<file path="config.mk">
export PLATFORM = sky130hd
export DESIGN_NAME = pipe_flow_ctrl
export DESIGN_NICKNAME = d
export VERILOG_FILES = /design/src/rtl/pipe_flow_pkg.sv /design/src/rtl/pipe_flow_ctrl_skid_buf2.sv /design/src/rtl/pipe_flow_ctrl.sv
export SDC_FILE = /design/constraint.sdc
export NUM_CORES = 1
export LEC_CHECK = 0
export CAP_MARGIN = 20
export CORE_MARGIN = 10
export CORE_UTILIZATION = 30
export CTS_CLUSTER_SIZE = 24
export DETAILED_ROUTE_END_ITERATION = 16
export HOLD_SLACK_MARGIN = 0.15
export SLEW_MARGIN = 20
export SYNTH_ARGS = -nofsm -noshare
export SYNTH_HDL_FRONTEND = slang
export SYNTH_SLANG_ARGS = --single-unit
</file>
<file path="constraint.sdc">
create_clock -name clk -period 1.55 [get_ports clk]
set_input_delay 0.31 -clock clk [delete_from_list [all_inputs] [get_ports clk]]
set_output_delay 0.31 -clock clk [all_outputs]
set_load 0.02 [all_outputs]
</file>
<file path="src/rtl/pipe_flow_pkg.sv">
// Shared types for the pipeline flow controller and its output buffer.
package pipe_flow_pkg;

    localparam int BUF_DEPTH = 2;

    typedef logic [1:0] buf_count_t;
    typedef logic       buf_ptr_t;

    // Two-entry buffer: pointer advance is a simple toggle (1 wraps to 0).
    function automatic buf_ptr_t ptr_next(input buf_ptr_t p);
        return ~p;
    endfunction

endpackage

</file>
<file path="src/rtl/pipe_flow_ctrl_skid_buf2.sv">
// Two-entry output FIFO that catches the pipeline tail so the upstream
// stall decision only ever looks at registered occupancy.
module skid_buf2
    import pipe_flow_pkg::*;
#(
    parameter int WIDTH = 8
) (
    input  logic             clk,
    input  logic             rst,
    input  logic             i_push,
    input  logic [WIDTH-1:0] i_push_data,
    input  logic             i_pop,
    output buf_count_t       o_count,
    output logic [WIDTH-1:0] o_head_data
);

    logic [WIDTH-1:0] r_mem [BUF_DEPTH];
    buf_ptr_t         r_wr_ptr;
    buf_ptr_t         r_rd_ptr;
    buf_count_t       r_count;

    // Storage, pointers and occupancy; push and pop in one cycle keep count.
    always_ff @(posedge clk) begin
        if (rst) begin
            for (int i = 0; i < BUF_DEPTH; i++) begin
                r_mem[i] <= '0;
            end
            r_wr_ptr <= 1'b0;
            r_rd_ptr <= 1'b0;
            r_count  <= '0;
        end else begin
            if (i_push) begin
                r_mem[r_wr_ptr] <= i_push_data;
                r_wr_ptr        <= ptr_next(r_wr_ptr);
            end
            if (i_pop) begin
                r_rd_ptr <= ptr_next(r_rd_ptr);
            end
            case ({i_push, i_pop})
                2'b10:   r_count <= r_count + 2'd1;
                2'b01:   r_count <= r_count - 2'd1;
                default: r_count <= r_count;
            endcase
        end
    end

    assign o_count     = r_count;
    assign o_head_data = r_mem[r_rd_ptr];

endmodule

</file>
<file path="src/rtl/pipe_flow_ctrl.sv">
// Valid/ready controller for shared-enable delay chains. Tracks which
// pipeline slots carry data and drains the chain tail into a two-entry
// buffer; the chain enable depends on registered state only.
module pipe_flow_ctrl
    import pipe_flow_pkg::*;
#(
    parameter int CYCLES = 3,
    parameter int WIDTH  = 8
) (
    input  logic             clk,
    input  logic             rst,
    input  logic             in_valid,
    output logic             in_ready,
    output logic             pipe_en,
    input  logic [WIDTH-1:0] pipe_q,
    output logic             out_valid,
    input  logic             out_ready,
    output logic [WIDTH-1:0] out_data,
    output logic             busy
);

    logic [CYCLES:1]  r_vld;
    buf_count_t       w_count;
    logic             w_pipe_en;
    logic             w_push;
    logic             w_pop;
    logic [WIDTH-1:0] w_head;

    // Stall only when the tail holds a word and the buffer cannot take it
    // without relying on this cycle's pop (costs one bubble, no comb path).
    assign w_pipe_en = !r_vld[CYCLES] || (w_count < buf_count_t'(BUF_DEPTH));
    assign w_push    = w_pipe_en && r_vld[CYCLES];
    assign w_pop     = out_valid && out_ready;

    // Valid shadow of the data slots; shifts exactly when the chains do.
    always_ff @(posedge clk) begin
        if (rst) begin
            r_vld <= '0;
        end else if (w_pipe_en) begin
            r_vld[1] <= in_valid;
            for (int i = 2; i <= CYCLES; i++) begin
                r_vld[i] <= r_vld[i-1];
            end
        end
    end

    skid_buf2 #(
        .WIDTH (WIDTH)
    ) u_buf (
        .clk         (clk),
        .rst         (rst),
        .i_push      (w_push),
        .i_push_data (pipe_q),
        .i_pop       (w_pop),
        .o_count     (w_count),
        .o_head_data (w_head)
    );

    assign pipe_en   = w_pipe_en;
    assign in_ready  = w_pipe_en;
    assign out_valid = (w_count != '0);
    assign out_data  = w_head;
    assign busy      = (|r_vld) || (w_count != '0);

endmodule

</file>
==> reports/results.txt <==
Final Skew: 0.003527 ns
# setup viols final: 10
Maxcap violations: 0
Final Non-Filler Cells: 167
Rel. slew slack: 0.8412
M3 GR Usage: 0.02703
Failing checks: setup timing
Initial Utilization: 0.3123
FMAX: 569.0 MHz
Post-CTS Hold Buffers: 0
Critical Path Sink Type: primary output
Routed Antenna Nets: 0
Max-slew violations: 0
Seq/Total Area, Yosys: 0.6146
Worst setup SP type: flop
Core area: 3337 µm²
Mapped Nets: 98
Final worst slack: -0.2075 ns
Nets: 135
Power density over the cells: 901.3 nW/µm²
Final Total Pwr: 1371 µW
Synth area leaders: edfxtp_1 46%, dfxtp_1 15%, and3_1 9.6%
Full die area: 6232 µm²
TritonCTS Buffers: 3
Clock transition at path regs: 0.13 ns
Via count: 739
Sink Count: 24
Netlist Area Pre-Place: 1042 µm²
Area Growth Syn to Fin: 45.98%
RSZ-0062 raised after global routing: yes
CTS tree: yes
Final period utilization: 1.134
Post-synth top cells: 16 x and3_1, 16 x edfxtp_1, 8 x dfxtp_1, 8 x mux2_2
Fraction of registers with async set/reset: 0
Synth Instances: 85
Global routing usage on met1: 0.08719
Yosys warns: 0
Post-synthesis register bit count: 24
Hold Path Class: flop to flop
Clk_lat worst skew: 0.30 ns
Max Root-Sink Buffers: 2
Top Usage Layer GRT: met2
Period minus WS final: 1.758 ns
Grt met2 use: 0.1332
CP Max Fanout: 2
Number of flops mapped to enable cells by yosys: 16
Initial antenna violation count: 0
Fin. Hold Viols: 0
First-pass iteration count of the detailed router: 2
Ports: 24
Vias per std cell: 4.425
Port bufs: 23
H-tree Lvls: 1
Vias in the first global route: 795
Row cnt: 21
Share of layout cells above drive strength 1: 0.3471
Critical path class: flop to primary output
HPWL after DPL: 1.631 mm
Gp weighted congestion: 0.6789
Share of the synthesized area in the top cell type: 0.4610
Largest net degree at the start of global routing: 17
Total Wirelength: 2.304 mm
Gr ovfl total: 0
Synth Flop Type: edfxtp_1
Worst Tran Pin Value: 0.2382 ns
Maximum VDD drop: 0.2949 mV
Die Height: 78.94 µm
Drt initial violations: 65
Placed Cells: 160
Largest area contributor in the netlist: edfxtp_1
Status: finished with violations
Avg Cell Area, Syn: 12.26 µm²
Dpl ws: -0.2555 ns
Average wire per standard cell: 13.80 µm
Fill cell count: 334
Distinct cell type count after synthesis: 24
All-Layer GR Usage: 0.07751
DRC errors left: 0
Worst Path Arrival: 1.45 ns
Global-route wire length before repair: 3.864 mm
ANT cells: 0
Root buffer cell: clkbuf_4
Die width: 78.94 µm
Leak: 0.0006666 µW
WP data required: 1.24 ns
[flip-flops by register name, summed over array words and instances, names as in the netlist, named ones only]
name / flops
u_buf.r_mem: 16
u_buf.o_count: 2
u_buf.r_wr_ptr: 1
u_buf.r_rd_ptr: 1
r_vld: 3
[worst max-delay path, cell delays in order (launching register included)]
cell	delay (ns)
dfxtp_1	0.33
or2_1	0.24
or4_4	0.42
buf_6	0.15
[per-layer routing]
layer  part of all wire  vias up
li1                   -      381
met1               0.43      339
met2               0.50       17
met3              0.058        2
met4             0.0078        0
met5                  0        -
[worst paths after layout]
path | start | end | slack (ns) | cells past startpoint
worst min-delay path | u_buf.r_wr_ptr$_SDFFE_PP0N_ | u_buf.r_wr_ptr$_SDFFE_PP0N_ | 0.49 | 2
worst max register to register | u_buf.o_count[1]$_SDFFE_PP0P_ | u_buf.o_count[1]$_SDFFE_PP0P_ | -0.01 | 5
worst max-delay path | u_buf.o_count[1]$_SDFFE_PP0P_ | busy | -0.21 | 3
worst min register to register | u_buf.r_wr_ptr$_SDFFE_PP0N_ | u_buf.r_wr_ptr$_SDFFE_PP0N_ | 0.49 | 2
[cell families after synthesis]
group / after synthesis / share of synthesized area
xor gates and xnor gates: 3 / 0.02521
adders and majority gates: 1 / 0.01200
buffers and inverters: 6 / 0.03120
DFF: 24 / 0.6146
AOI/OAI and AO/OA: 8 / 0.04321
muxes: 8 / 0.08644
and+or+nand+nor: 35 / 0.1873
[power breakdown]
group	switching (µW)	total [µW]	internal (µW)
registers	14.7	732	718
clock network	175	269	93.8
logic	155	370	215
[timing repair]
action,CTS,global route
endpoints found under the setup margin,13,13
endpoints found under the hold margin,0,0
resized for setup,71,6
setup buffers,2,1
pin swaps,1,0
[metrics by stage]
stage	area, µm²	util	TNS, ns	hold WS (ns)
2_1_floorplan	1042	-	0	0.4445
3_3_place_gp	1413	0.4233	-1.268	0.4565
3_5_place_dp	1413	0.4233	-1.549	0.4698
4_1_cts	1500	0.4496	-0.6634	0.4878
5_1_grt	1521	0.4559	-1.440	0.5142
6_report	1521	0.4559	-0.8519	0.4879
[cells in the final DEF, fill, tap and decap left out, types with 2 or more instances in the layout]
master	count
buf_12	3
clkbuf_4	3
a21oi_1	4
buf_6	11
nand2b_1	2
nand3_1	2
xnor2_1	2
and3_1	16
buf_4	10
dfxtp_1	6
dfxtp_2	2
nand2_1	5
clkdlybuf4s50_1	11
buf_2	2
nor2_1	5
mux2_4	8
edfxtp_1	16
[layout make-up]
type,instances,area [µm²],area share
multi-input combinational,55,406.6,0.2673
sequential,24,643.1,0.4227
tap,46,57.56,0.03783
timing repair buffer,38,387.9,0.2549
clock inverter,1,3.754,0.002467
clock buffer,3,22.52,0.01480
Note: power is estimated with default switching activity, not from simulation.
==> patch: new RTL, config.mk and constraints unchanged <==
Set the parameter `CYCLES` to 6 (it was 3).
--- a/src/rtl/pipe_flow_ctrl.sv
+++ b/src/rtl/pipe_flow_ctrl.sv
@@ -5,5 +5,5 @@
     import pipe_flow_pkg::*;
 #(
-    parameter int CYCLES = 3,
+    parameter int CYCLES = 6,
     parameter int WIDTH  = 8
 ) (
Check against the original RTL: not equivalent (a bounded check fails within 10 cycles, from zero or initial values and one cycle with rst high).
==> patch against the original RTL <==
  * The flow still finishes with violations (setup timing)
  * Wire length increased by 7.0%
  * Final cell count grew 6.6%
  * Via count up 11%
  * Cell area grew 7.2%
  * Setup slack got worse by 0.24 ns
  * Sequential cell count grew 3
  * Area after synthesis grew 9.8%
Power is not compared: it rests on default switching activity, and its combinational part moved more than twofold at a synthesized area within 25%.
==> patch: results (changes against the original RTL) <==
- Final setup fails: 1 (-9)
- Skew final: 0.006738 ns (+0.003211 ns)
- Worst Max-Slew Pin Slew: 0.4173 ns (+0.1791 ns)
- Sequential-to-total area share from yosys stat: 61.20% (-0.26 points)
- Synth top cells by count: 16 x and2_1, 16 x edfxtp_1, 11 x dfxtp_1
- Layout fillers: 362 (+8.4%)
- Crit path launch: r_vld[3]$_SDFFE_PP0P_
- Clk_lat worst skew: 0.27 ns (-0.03 ns)
- Gate Count Post-Synth: 95 (+12%)
- Crit Reg-Reg Startpoint: u_buf.o_count[0]$_SDFFE_PP0P_
- Failing checks: setup timing
- Root buffer cell: clkbuf_8
- Layout cells sized above 1: 35.38% (+0.67 points)
- Vias in the first global route: 892 (+12%)
- DR WL/cell: 13.85 microns (+0.38%)
- Fin worst setup slack: -0.4500 ns (-0.2425 ns)
- Status: finished with violations
- Total routing usage reported by global routing: 7.697% (-0.054 points)
- Placed Instance Area: 1516 sq um (+7.4%)
- First-pass detailed-route iteration total: 4 (+2)
- Dpl hpwl: 1.724 mm (+5.7%)
- DP Cell Count: 172 (+7.5%)
- Initial DRC Count: 29 (-55%)
- Layout Cells excl Fill: 178 (+6.6%)
- R2r setup slk: 0.06 ns (+0.07 ns)
- CTS clk-pin slew, worst paths: 0.09 ns (-0.04 ns)
- Top cells by area, synth: edfxtp_1 42%, dfxtp_1 19%, and2_1 8.7%, mux2_2 7.9%, a21oi_1 3.1%
- Worst Path Arrival: 1.69 ns (+0.24 ns)
- Synth unique cells: 23 (-4.2%)
- First-pass GRT wire length: 4.071 mm (+5.4%)
- Syn nets: 108 (+10%)
- Via count: 819 (+11%)
- Placer Congestion: 0.6998 (+3.1%)
patch: what timing repair did:
item	CTS	global route
setup endpoints to repair	29	21
resized for setup	52	27
hold endpoints to repair	0	0
setup buffers	1	1
pin swaps	1	2
patch: layout make-up:
cell class	count	area, sq um	area share, %
Multi-Input combinational cell	63	466.7	28.60
Clock buffer	3	41.29	2.531
Tap cell	48	60.06	3.681
Sequential cell	27	703.2	43.10
Timing Repair Buffer	36	352.8	21.63
Clock inverter	1	7.507	0.4601
patch: stage by stage:
step	hold slack [ns]	setup slack, ns	TNS, ns
after floorplan	0.3791	-0.08501	-0.08501
after global placement	0.4618	-0.5375	-5.091
after detailed placement	0.4657	-0.5319	-5.170
after CTS	0.4881	-0.4548	-0.4548
after global routing	0.5222	-0.4915	-0.5198
final	0.4884	-0.4500	-0.4500
patch: per-layer routing:
layer  GRT usage (%)  wire, microns  up-vias  share of wire (%)
li1                -              -      402                  -
met1           8.146            975      390                 40
met2           13.48           1280       25                 52
met3           3.603            193        2                7.8
met4           2.041             17        0               0.69
met5               0              0        -                  0
patch: kinds of logic (layout without fill, tap and decap cells):
| group | count (synthesis) | in the layout | share of synthesized area, % |
|---|---|---|---|
| XOR/XNOR | 4 | 4 | 3.061 |
| flip-flops | 27 | 27 | 61.20 |
| AND/OR/NAND/NOR | 40 | 40 | 19.34 |
| adder cells (fa/ha/maj) | 1 | 1 | 1.093 |
| AO/OA/AOI/OAI | 10 | 10 | 4.808 |
| multiplexers | 8 | 8 | 7.869 |
| buffers and inverters | 5 | 40 | 2.623 |
patch: how the worst min path moves through the flow:
stage	from	to	slack [ns]	cells past startpoint
after floorplan	rst	r_vld[4]$_SDFFE_PP0P_	0.38	1
after global placement	r_vld[5]$_SDFFE_PP0P_	r_vld[5]$_SDFFE_PP0P_	0.46	2
after detailed placement	r_vld[3]$_SDFFE_PP0P_	r_vld[4]$_SDFFE_PP0P_	0.47	2
after CTS	r_vld[5]$_SDFFE_PP0P_	r_vld[5]$_SDFFE_PP0P_	0.49	2
after global routing	r_vld[2]$_SDFFE_PP0P_	r_vld[3]$_SDFFE_PP0P_	0.52	2
final	r_vld[5]$_SDFFE_PP0P_	r_vld[5]$_SDFFE_PP0P_	0.49	2
patch: power by group through the flow:
stage	registers, mW	clock network [mW]	logic (mW)
finish	0.785	0.406	0.145
global route	0.788	0.446	0.156
CTS	0.785	0.419	0.132
detailed placement	0.801	0	0.132
global placement	0.800	0	0.131
floorplan	0.799	0	0.0542
patch: critical path, stage by stage (launching register included):
cell and delay, ns:
dfxtp_2 0.33, or4_1 0.51, or4_4 0.43, buf_6 0.15
